$ cat src/rtl/hwpe_dma_wr_router.sv
// HWPE DMA write router: decodes DMA writes into fmap1/fmap2/kmem SRAM ports
// through a small in-order FIFO, with per-region word counters and done flags.
module hwpe_dma_wr_router #(
  parameter int ADDR_W = 16,
  parameter logic [ADDR_W-1:0] FMEM1_BASE = 'h0000,
  parameter logic [ADDR_W-1:0] FMEM2_BASE = 'h1000,
  parameter logic [ADDR_W-1:0] KMEM_BASE  = 'h2000,
  parameter logic [ADDR_W-1:0] KMEM_END   = 'h4000,
  parameter int WA_W  = 10,
  parameter int DEPTH = 4
) (
  input  logic              clk,
  input  logic              rst,
  input  logic              dma_wen,
  input  logic [ADDR_W-1:0] dma_wa,
  input  logic [63:0]       dma_wd,
  input  logic              clr,
  input  logic [15:0]       cfg_fmap_words,
  input  logic [15:0]       cfg_kmem_words,
  input  logic              fmap1_busy,
  input  logic              fmap2_busy,
  input  logic              kmem_busy,
  output logic              fmap1_we,
  output logic [WA_W-1:0]   fmap1_wa,
  output logic [63:0]       fmap1_wd,
  output logic              fmap2_we,
  output logic [WA_W-1:0]   fmap2_wa,
  output logic [63:0]       fmap2_wd,
  output logic              kmem_we,
  output logic [WA_W-1:0]   kmem_wa,
  output logic [63:0]       kmem_wd,
  output logic              fmap_done,
  output logic              kmem_done,
  output logic [2:0]        dma_err,
  output logic [2:0]        fifo_level
);

  localparam int PW = $clog2(DEPTH);
  localparam int EW = 2 + WA_W + 64;

  typedef enum logic [1:0] {
    R_F1 = 2'd0,
    R_F2 = 2'd1,
    R_K  = 2'd2
  } region_e;

  logic [EW-1:0]     mem [DEPTH];
  logic [PW-1:0]     wp, rp;
  logic [2:0]        level;
  region_e           sel;
  logic [ADDR_W-1:0] base;
  logic [WA_W-1:0]   word;
  logic              misal, oor, vld, full;
  logic              push, pop, ovf, hv;
  logic [1:0]        h_reg;
  logic [WA_W-1:0]   h_wa;
  logic [63:0]       h_wd;
  logic [15:0]       c1, c2, ck;
  logic [2:0]        err;

  always_comb begin
    sel  = R_F1;
    base = FMEM1_BASE;
    if (dma_wa >= KMEM_BASE) begin
      sel  = R_K;
      base = KMEM_BASE;
    end else if (dma_wa >= FMEM2_BASE) begin
      sel  = R_F2;
      base = FMEM2_BASE;
    end
  end

  assign word  = WA_W'((dma_wa - base) >> 3);
  assign misal = dma_wen && (dma_wa[2:0] != 3'd0);
  assign oor   = dma_wen && (dma_wa >= KMEM_END);
  assign vld   = dma_wen && !misal && !oor;
  assign full  = (level == 3'(DEPTH));

  assign h_reg = mem[rp][EW-1 -: 2];
  assign h_wa  = mem[rp][64 +: WA_W];
  assign h_wd  = mem[rp][63:0];
  assign hv    = (level != 3'd0);

  // Head-of-line blocking: a busy head region stalls everything behind it
  assign fmap1_we = hv && (h_reg == R_F1) && !fmap1_busy;
  assign fmap2_we = hv && (h_reg == R_F2) && !fmap2_busy;
  assign kmem_we  = hv && (h_reg == R_K)  && !kmem_busy;

  assign pop  = fmap1_we || fmap2_we || kmem_we;
  assign push = vld && (!full || pop);
  assign ovf  = vld && !push;

  assign fmap1_wa = h_wa;
  assign fmap2_wa = h_wa;
  assign kmem_wa  = h_wa;
  assign fmap1_wd = h_wd;
  assign fmap2_wd = h_wd;
  assign kmem_wd  = h_wd;

  assign fifo_level = level;
  assign dma_err    = err;

  always_ff @(posedge clk or posedge rst) begin
    if (rst) begin
      wp    <= '0;
      rp    <= '0;
      level <= '0;
      for (int i = 0; i < DEPTH; i++) mem[i] <= '0;
    end else begin
      if (push) begin
        mem[wp] <= {sel, word, dma_wd};
        wp      <= wp + 1'b1;
      end
      if (pop) rp <= rp + 1'b1;
      unique case ({push, pop})
        2'b10:   level <= level + 3'd1;
        2'b01:   level <= level - 3'd1;
        default: level <= level;
      endcase
    end
  end

  always_ff @(posedge clk or posedge rst) begin
    if (rst) begin
      c1        <= '0;
      c2        <= '0;
      ck        <= '0;
      fmap_done <= 1'b0;
      kmem_done <= 1'b0;
      err       <= '0;
    end else if (clr) begin
      c1        <= '0;
      c2        <= '0;
      ck        <= '0;
      fmap_done <= 1'b0;
      kmem_done <= 1'b0;
      err       <= '0;
    end else begin
      if (fmap1_we && c1 != 16'hFFFF) c1 <= c1 + 16'd1;
      if (fmap2_we && c2 != 16'hFFFF) c2 <= c2 + 16'd1;
      if (kmem_we && ck != 16'hFFFF)  ck <= ck + 16'd1;
      fmap_done <= fmap_done || (cfg_fmap_words != 16'd0 &&
                   c1 >= cfg_fmap_words && c2 >= cfg_fmap_words);
      kmem_done <= kmem_done || (cfg_kmem_words != 16'd0 &&
                   ck >= cfg_kmem_words);
      err <= err | {ovf, oor, misal};
    end
  end

endmodule

$ cat config.mk
export PLATFORM = sky130hd
export DESIGN_NAME = hwpe_dma_wr_router
export DESIGN_NICKNAME = d
export VERILOG_FILES = /design/src/rtl/hwpe_dma_wr_router.sv
export SDC_FILE = /design/constraint.sdc
export NUM_CORES = 1
export LEC_CHECK = 0
export ABC_AREA = 1
export CAP_MARGIN = 25
export CORE_MARGIN = 2
export CORE_UTILIZATION = 25
export DETAILED_ROUTE_END_ITERATION = 10
export SETUP_SLACK_MARGIN = 0.5
export SYNTH_ARGS = -nofsm -noshare
export SYNTH_HDL_FRONTEND = slang
export SYNTH_SLANG_ARGS = --single-unit
$ cat constraint.sdc
create_clock -name clk -period 14.8 [get_ports clk]
set_input_delay 2.22 -clock clk [delete_from_list [all_inputs] [get_ports clk]]
set_output_delay 2.22 -clock clk [all_outputs]
set_load 0.02 [all_outputs]
==> metrics.cfg, run 1 <==
[timing]
rsz0062_at_grt=no
finalHoldViolCount=0
setup_viol=0
slew_headroom_pct=30.7
slew_violations=0
finalSetupTns_ns=0
fin_skew_ns=0.0242
period_needed_ns=6.41
fin_crit_sh_pct=43.3
timing.hold.ws_ns=0.463
worstMarginPinSlew_ns=1.04
fmax_ghz=0.156
setup_ws_ns=8.39

[clocking]
clk_pin_slew_ns=0.06
clkLatencyLatePin_ns=0.58
cts_root_buffer=clkbuf_16
cts_sinks=364
cts_buffers=45
clockBufferDepth=3
cts_setup_buffers=0
htree_levels=2
cts_tree=done
ctsHoldBuffers=0
cts_resized=0

[cells_and_area]
drive_above_1_share_pct=4.57
final_util_pct=31.1
fin_area_mm2=0.0251
areaGrowthSynthToFinish_pct=22.6
final_common_cell=nand2_1
layoutNonFillerInstCount=3778
fin_nets=2858
final_cell_mix=nand2_1 (754), dfrtp_1 (362), clkdlybuf4s50_1 (351), nand4_1 (323), nor2_1 (210)

[die]
dieArea_mm2=0.0843
ioPinCount=352
initial_core_util_pct=25.4
die_w_um=290
fp-row-count=104
core_area_mm2=0.0808
die_h_um=290

[route]
drtPass1Iterations=5
via_per_inst=4.89
wl_mm=65.7
drtIter0Drc=1497
drc_errors=0
drtAntennaViolNets=0
wl_per_cell_um=17.4
dr_total_vias=18500

[power]
vdd_drop_max_mv=0.133
p_leak_nw=11.8
power.total_mw=4.95
powerDensity_mw_per_mm2=197

[outcome]
status=finished clean

[yosys]
yosys_register_bits=364
syn_area_per_cell_um2=7.87
synth_cells=2605
synth_fp_nets=2781
synth_warnings=0
seq_area_frac_synth_pct=44.5
synth.distinct_cells=40
synth_area_mm2=0.0205

[placed_design]
hpwlAfterDp_mm=37.8
numPortBuffers=351
postPlaceCellArea_mm2=0.0236
dp.cells=3694
gp_congestion=0.817
dpl_worst_slack_ns=8.54

[worst_setup_path]
rrSetupSlack_ns=8.70
arrival_ns=4.19
cp-start-kind=flip-flop
cp.required_ns=12.58
criticalPathCategory=reg -> out
critPathCaptureType=output pin
cp_max_fo=47

[global_routing]
gr-usage-all-layers_pct=15.2
grt_pass1_wl_mm=104
grt_max_degree=131
antenna_found_initial=3
grt_pass1_vias=17800
grt-ovfl-total=0

[min_path]
min_path_type=reg -> reg

[run]
drv_cap=0

registers in the layout (all words and copies together) (netlist names):
| register | count |
|---|---|
| c1 | 16 |
| c2 | 16 |
| ck | 16 |
| dma_err | 3 |
| fifo_level | 3 |
| fmap_done | 1 |
| kmem_done | 1 |
| mem | 304 |
| rp | 2 |
| wp | 2 |
worst paths after layout:
check | end | depth (start not counted) | startpoint
worst max-delay path | fmap2_wd[6] | 5 | rp[1]$_DFFE_PP0P_
worst min-delay path | mem[217]$_DFFE_PP0P_ | 2 | mem[217]$_DFFE_PP0P_
worst max register to register | mem[98]$_DFFE_PP0P_ | 13 | rp[0]$_DFFE_PP0P_
worst min register to register | mem[217]$_DFFE_PP0P_ | 2 | mem[217]$_DFFE_PP0P_
max in group asynchronous | mem[281]$_DFFE_PP0P_ | 3 | rst
min in group asynchronous | kmem_done$_DFF_PP0_ | 2 | rst
report_power, final:
part	internal, mW	switching (mW)
clock network	0.698	0.456
registers	1.12	0.127
logic	0.979	1.57
per-layer routing:
layer	share of wire [%]	up-vias	global-route usage (%)	routed length, um
met3	5.7	85	2.16	3710
li1	-	8852	-	-
met4	2.1	0	4.22	1400
met2	47	618	25.2	31100
met1	45	8928	20.6	29400
met5	0	-	0	0
cell type report:
cell class | count | area, um2
antenna | 3 | 7.51
clock buffer | 63 | 1300
clock inverter | 17 | 226
fill | 8507 | 55700
inverter | 98 | 378
multi-input combinational | 1797 | 9030
sequential | 364 | 9110
tap | 1060 | 1330
timing repair buffer | 376 | 3730
worst max-delay path, cell delays in order (launching register included):
cell and delay [ns]:
dfrtp_2 0.71, inv_2 0.68, buf_4 0.67, o21ai_0 0.19
o22ai_1 0.60, clkdlybuf4s50_1 0.74
logic make-up after synthesis:
logic type               count (synthesis)  synth area share [%]
XOR/XNOR                                27                  1.15
AND/OR/NAND/NOR                       1405                  30.8
AO/OA/AOI/OAI                          308                  8.18
buffers and inverters                  444                  11.9
adder cells (fa/ha/maj)                 57                  3.52
flip-flops                             364                  44.5
cells in the mapped netlist:
| library cell | instances | area (um2) |
|---|---|---|
| o22ai_1 | 74 | 463 |
| or3_1 | 1 | 6.26 |
| nand3_4 | 1 | 17.5 |
| o21ai_0 | 186 | 931 |
| nor3_2 | 1 | 10.0 |
| inv_1 | 91 | 342 |
| o21ai_2 | 1 | 8.76 |
| o21bai_1 | 1 | 7.51 |
| nand3_2 | 3 | 30.0 |
| ha_1 | 56 | 701 |
| xor2_1 | 24 | 210 |
| nand3b_1 | 1 | 7.51 |
| clkinv_1 | 1 | 3.75 |
| nand2_2 | 2 | 12.5 |
| nor3b_1 | 5 | 37.5 |
| fa_1 | 1 | 20.0 |
| nor2_2 | 1 | 6.26 |
| o21a_1 | 2 | 15.0 |
| xnor2_1 | 3 | 26.3 |
| buf_4 | 163 | 1220 |
| nand4_1 | 323 | 2020 |
| buf_1 | 20 | 75.1 |
| inv_2 | 6 | 22.5 |
| buf_2 | 31 | 155 |
| o31ai_1 | 10 | 75.1 |
| nand2_1 | 754 | 2830 |
| dfrtp_1 | 364 | 9110 |
| clkbuf_1 | 117 | 439 |
| and3_1 | 1 | 6.26 |
| nand3_1 | 62 | 310 |
| nor3_1 | 26 | 130 |
| buf_6 | 15 | 169 |
| nor2_4 | 3 | 33.8 |
| nor4_1 | 9 | 56.3 |
| o21ai_1 | 3 | 15.0 |
| or2_2 | 2 | 12.5 |
| a31o_2 | 1 | 8.76 |
| nor2_1 | 210 | 788 |
| a21oi_1 | 29 | 145 |
| a21o_1 | 1 | 7.51 |
Note: power is estimated with default switching activity, not from simulation.
==> run 2, diff against run 1 <==
Clock period 14.8 ns to 6.36 ns, I/O delays scaled along.
==> run 2 against run 1 <==
Sequential power is 130% higher. Power increased by 130%. Register-to-register slack got worse by 6.4 ns. Flip-flop and latch count did not move. Global-route usage increased by 0.20 points. Clock skew shrank 0.0093 ns. Design area barely moved. Combinational power increased by 140%. First-iteration DRC count is 4.9% lower. Highest routed layer is now met5.
==> metrics.cfg, run 2 (synthesized netlist as in run 1, its figures left out) <==
[power]
power.total_mw=11.4  ; +130%
powerDensity_mw_per_mm2=455  ; +130%
vdd_drop_max_mv=0.341  ; +160%
p_leak_nw=11.8  ; +0.13%

[cells_and_area]
areaGrowthSynthToFinish_pct=22.7  ; about the same
fin_nets=2863  ; +0.17%
final_cell_mix=nand2_1 (754), dfrtp_1 (362), clkdlybuf4s50_1 (351), nand4_1 (323), nor2_1 (210)
drive_above_1_share_pct=4.60  ; +0.035 points
multi_input_area_mm2=0.00903  ; unchanged
layoutNonFillerInstCount=3777  ; -0.026%
largest_register_ffs=304  ; unchanged
regArea_mm2=0.00911  ; unchanged
top_register=mem
n_fill_cell=8563  ; +0.66%
final_common_cell=nand2_1

[die]
fp-row-count=104  ; unchanged
core_area_mm2=0.0808  ; unchanged
ioPinCount=352  ; unchanged
dieArea_mm2=0.0843  ; unchanged
die_w_um=290  ; unchanged
die_h_um=290  ; unchanged
initial_core_util_pct=25.4  ; unchanged

[min_path]
min_path_type=reg -> reg

[route]
dr_total_vias=18500  ; +0.076%
drc_errors=0  ; unchanged
wl_mm=66.0  ; +0.47%
via_per_inst=4.90  ; +0.10%
drtAntennaViolNets=0  ; unchanged
drtPass1Iterations=5  ; unchanged
drtIter0Drc=1423  ; -4.9%
wl_per_cell_um=17.5  ; +0.50%

[timing]
slew_headroom_pct=17.9  ; -13 points
worstMarginPinSlew_ns=1.23  ; +0.191 ns
fin_skew_ns=0.0149  ; -0.00931 ns
finalSetupTns_ns=0  ; unchanged
period_needed_ns=4.99
setup_ws_ns=1.37  ; -7.02 ns
slew_violations=0  ; unchanged
rsz0062_at_grt=no
fmax_ghz=0.200
setup_viol=0  ; unchanged
fin_crit_sh_pct=78.5
finalHoldViolCount=0  ; unchanged
timing.hold.ws_ns=0.463  ; +0.0000600 ns

[clocking]
htree_levels=2  ; unchanged
cts_buffers=45  ; unchanged
cts_tree=done
clockBufferDepth=3  ; unchanged
cts_setup_buffers=0  ; unchanged
cts_root_buffer=clkbuf_16
clk_pin_slew_ns=0.06  ; about the same
cts_sinks=364  ; unchanged
cts_resized=0  ; unchanged
ctsHoldBuffers=0  ; unchanged
clkLatencyLatePin_ns=0.56  ; -0.02 ns

[placed_design]
numPortBuffers=351  ; unchanged
gp_congestion=0.821  ; +0.59%
dpl_worst_slack_ns=1.96  ; -6.57 ns
hpwlAfterDp_mm=39.6  ; +4.8%
dp.cells=3698  ; +0.11%

[global_routing]
grt-ovfl-total=0  ; unchanged
gr-usage-all-layers_pct=15.4  ; +0.20 points
grt_pass1_wl_mm=106  ; +2.1%
grt_pass1_vias=18500  ; +4.1%
antenna_found_initial=3  ; unchanged
grt_max_degree=210  ; +60%

[worst_setup_path]
cp.required_ns=5.41  ; -7.17 ns
cp-start-kind=flip-flop
criticalPathCategory=reg -> out
arrival_ns=4.04  ; -0.15 ns
cp_max_fo=83  ; +77%
critPathCaptureType=output pin

[run]
drv_cap=0  ; unchanged

[outcome]
status=finished clean

run 2: changes by cell type in the layout (fill, tap and decap cells not counted):
cell,delta
buf_12,+4
clkbuf_16,-2
clkbuf_8,+2
diode_2,-2
buf_16,+1
bufinv_16,-1
clkinvlp_4,-1
inv_6,-1
inv_8,-1
run 2: worst paths after layout:
path / start / end / slack [ns] / cells after the start
worst max-delay path: rp[0]$_DFFE_PP0P_ / kmem_wd[30] / 1.37 / 5
worst min-delay path: mem[216]$_DFFE_PP0P_ / mem[216]$_DFFE_PP0P_ / 0.46 / 2
worst max register to register: rp[0]$_DFFE_PP0P_ / mem[160]$_DFFE_PP0P_ / 2.26 / 11
worst min register to register: mem[216]$_DFFE_PP0P_ / mem[216]$_DFFE_PP0P_ / 0.46 / 2
max in group asynchronous: rst / mem[126]$_DFFE_PP0P_ / 4.47 / 4
min in group asynchronous: rst / kmem_done$_DFF_PP0_ / 0.83 / 3
run 2: metal layers:
layer | global-route usage (%) | vias to the layer above | wire, um
met3 | 2.61 | 102 | 3610
met4 | 3.90 | 4 | 1410
met1 | 20.4 | 9007 | 29600
li1 | - | 8844 | -
met2 | 26.0 | 540 | 31400
met5 | 0 | - | 23
run 2: worst max-delay path, cell delays in order (launching register included):
cell and delay (ns):
dfrtp_4 0.70, inv_4 0.66, buf_4 0.76, o21ai_0 0.19, o22ai_1 0.29, clkdlybuf4s50_1 0.68
run 2: area by class of cell:
type,instances,area share [%]
inverters,98,1.49
clock buffers,63,5.07
clock inverters,13,0.687
multi-input cells,1797,35.9
repair buffers,381,15.3
well taps,1060,5.28
flip-flops and latches,364,36.3
diodes,1,0.00995
run 2: metrics by stage:
| stage | util, % | area [um2] |
|---|---|---|
| after floorplan | - | 20500 |
| after global placement | 29.2 | 23600 |
| after detailed placement | 29.3 | 23600 |
| after CTS | 31.0 | 25100 |
| after global routing | 31.1 | 25100 |
| final | 31.1 | 25100 |
run 2: power breakdown:
part / internal, mW / switching [mW] / total (mW) / leakage [nW]
clock: 1.55 / 1.03 / 2.57 / 0.716
sequential: 2.60 / 0.231 / 2.83 / 4.97
combinational: 2.30 / 3.72 / 6.02 / 6.10
total: 6.45 / 4.98 / 11.4 / 11.8
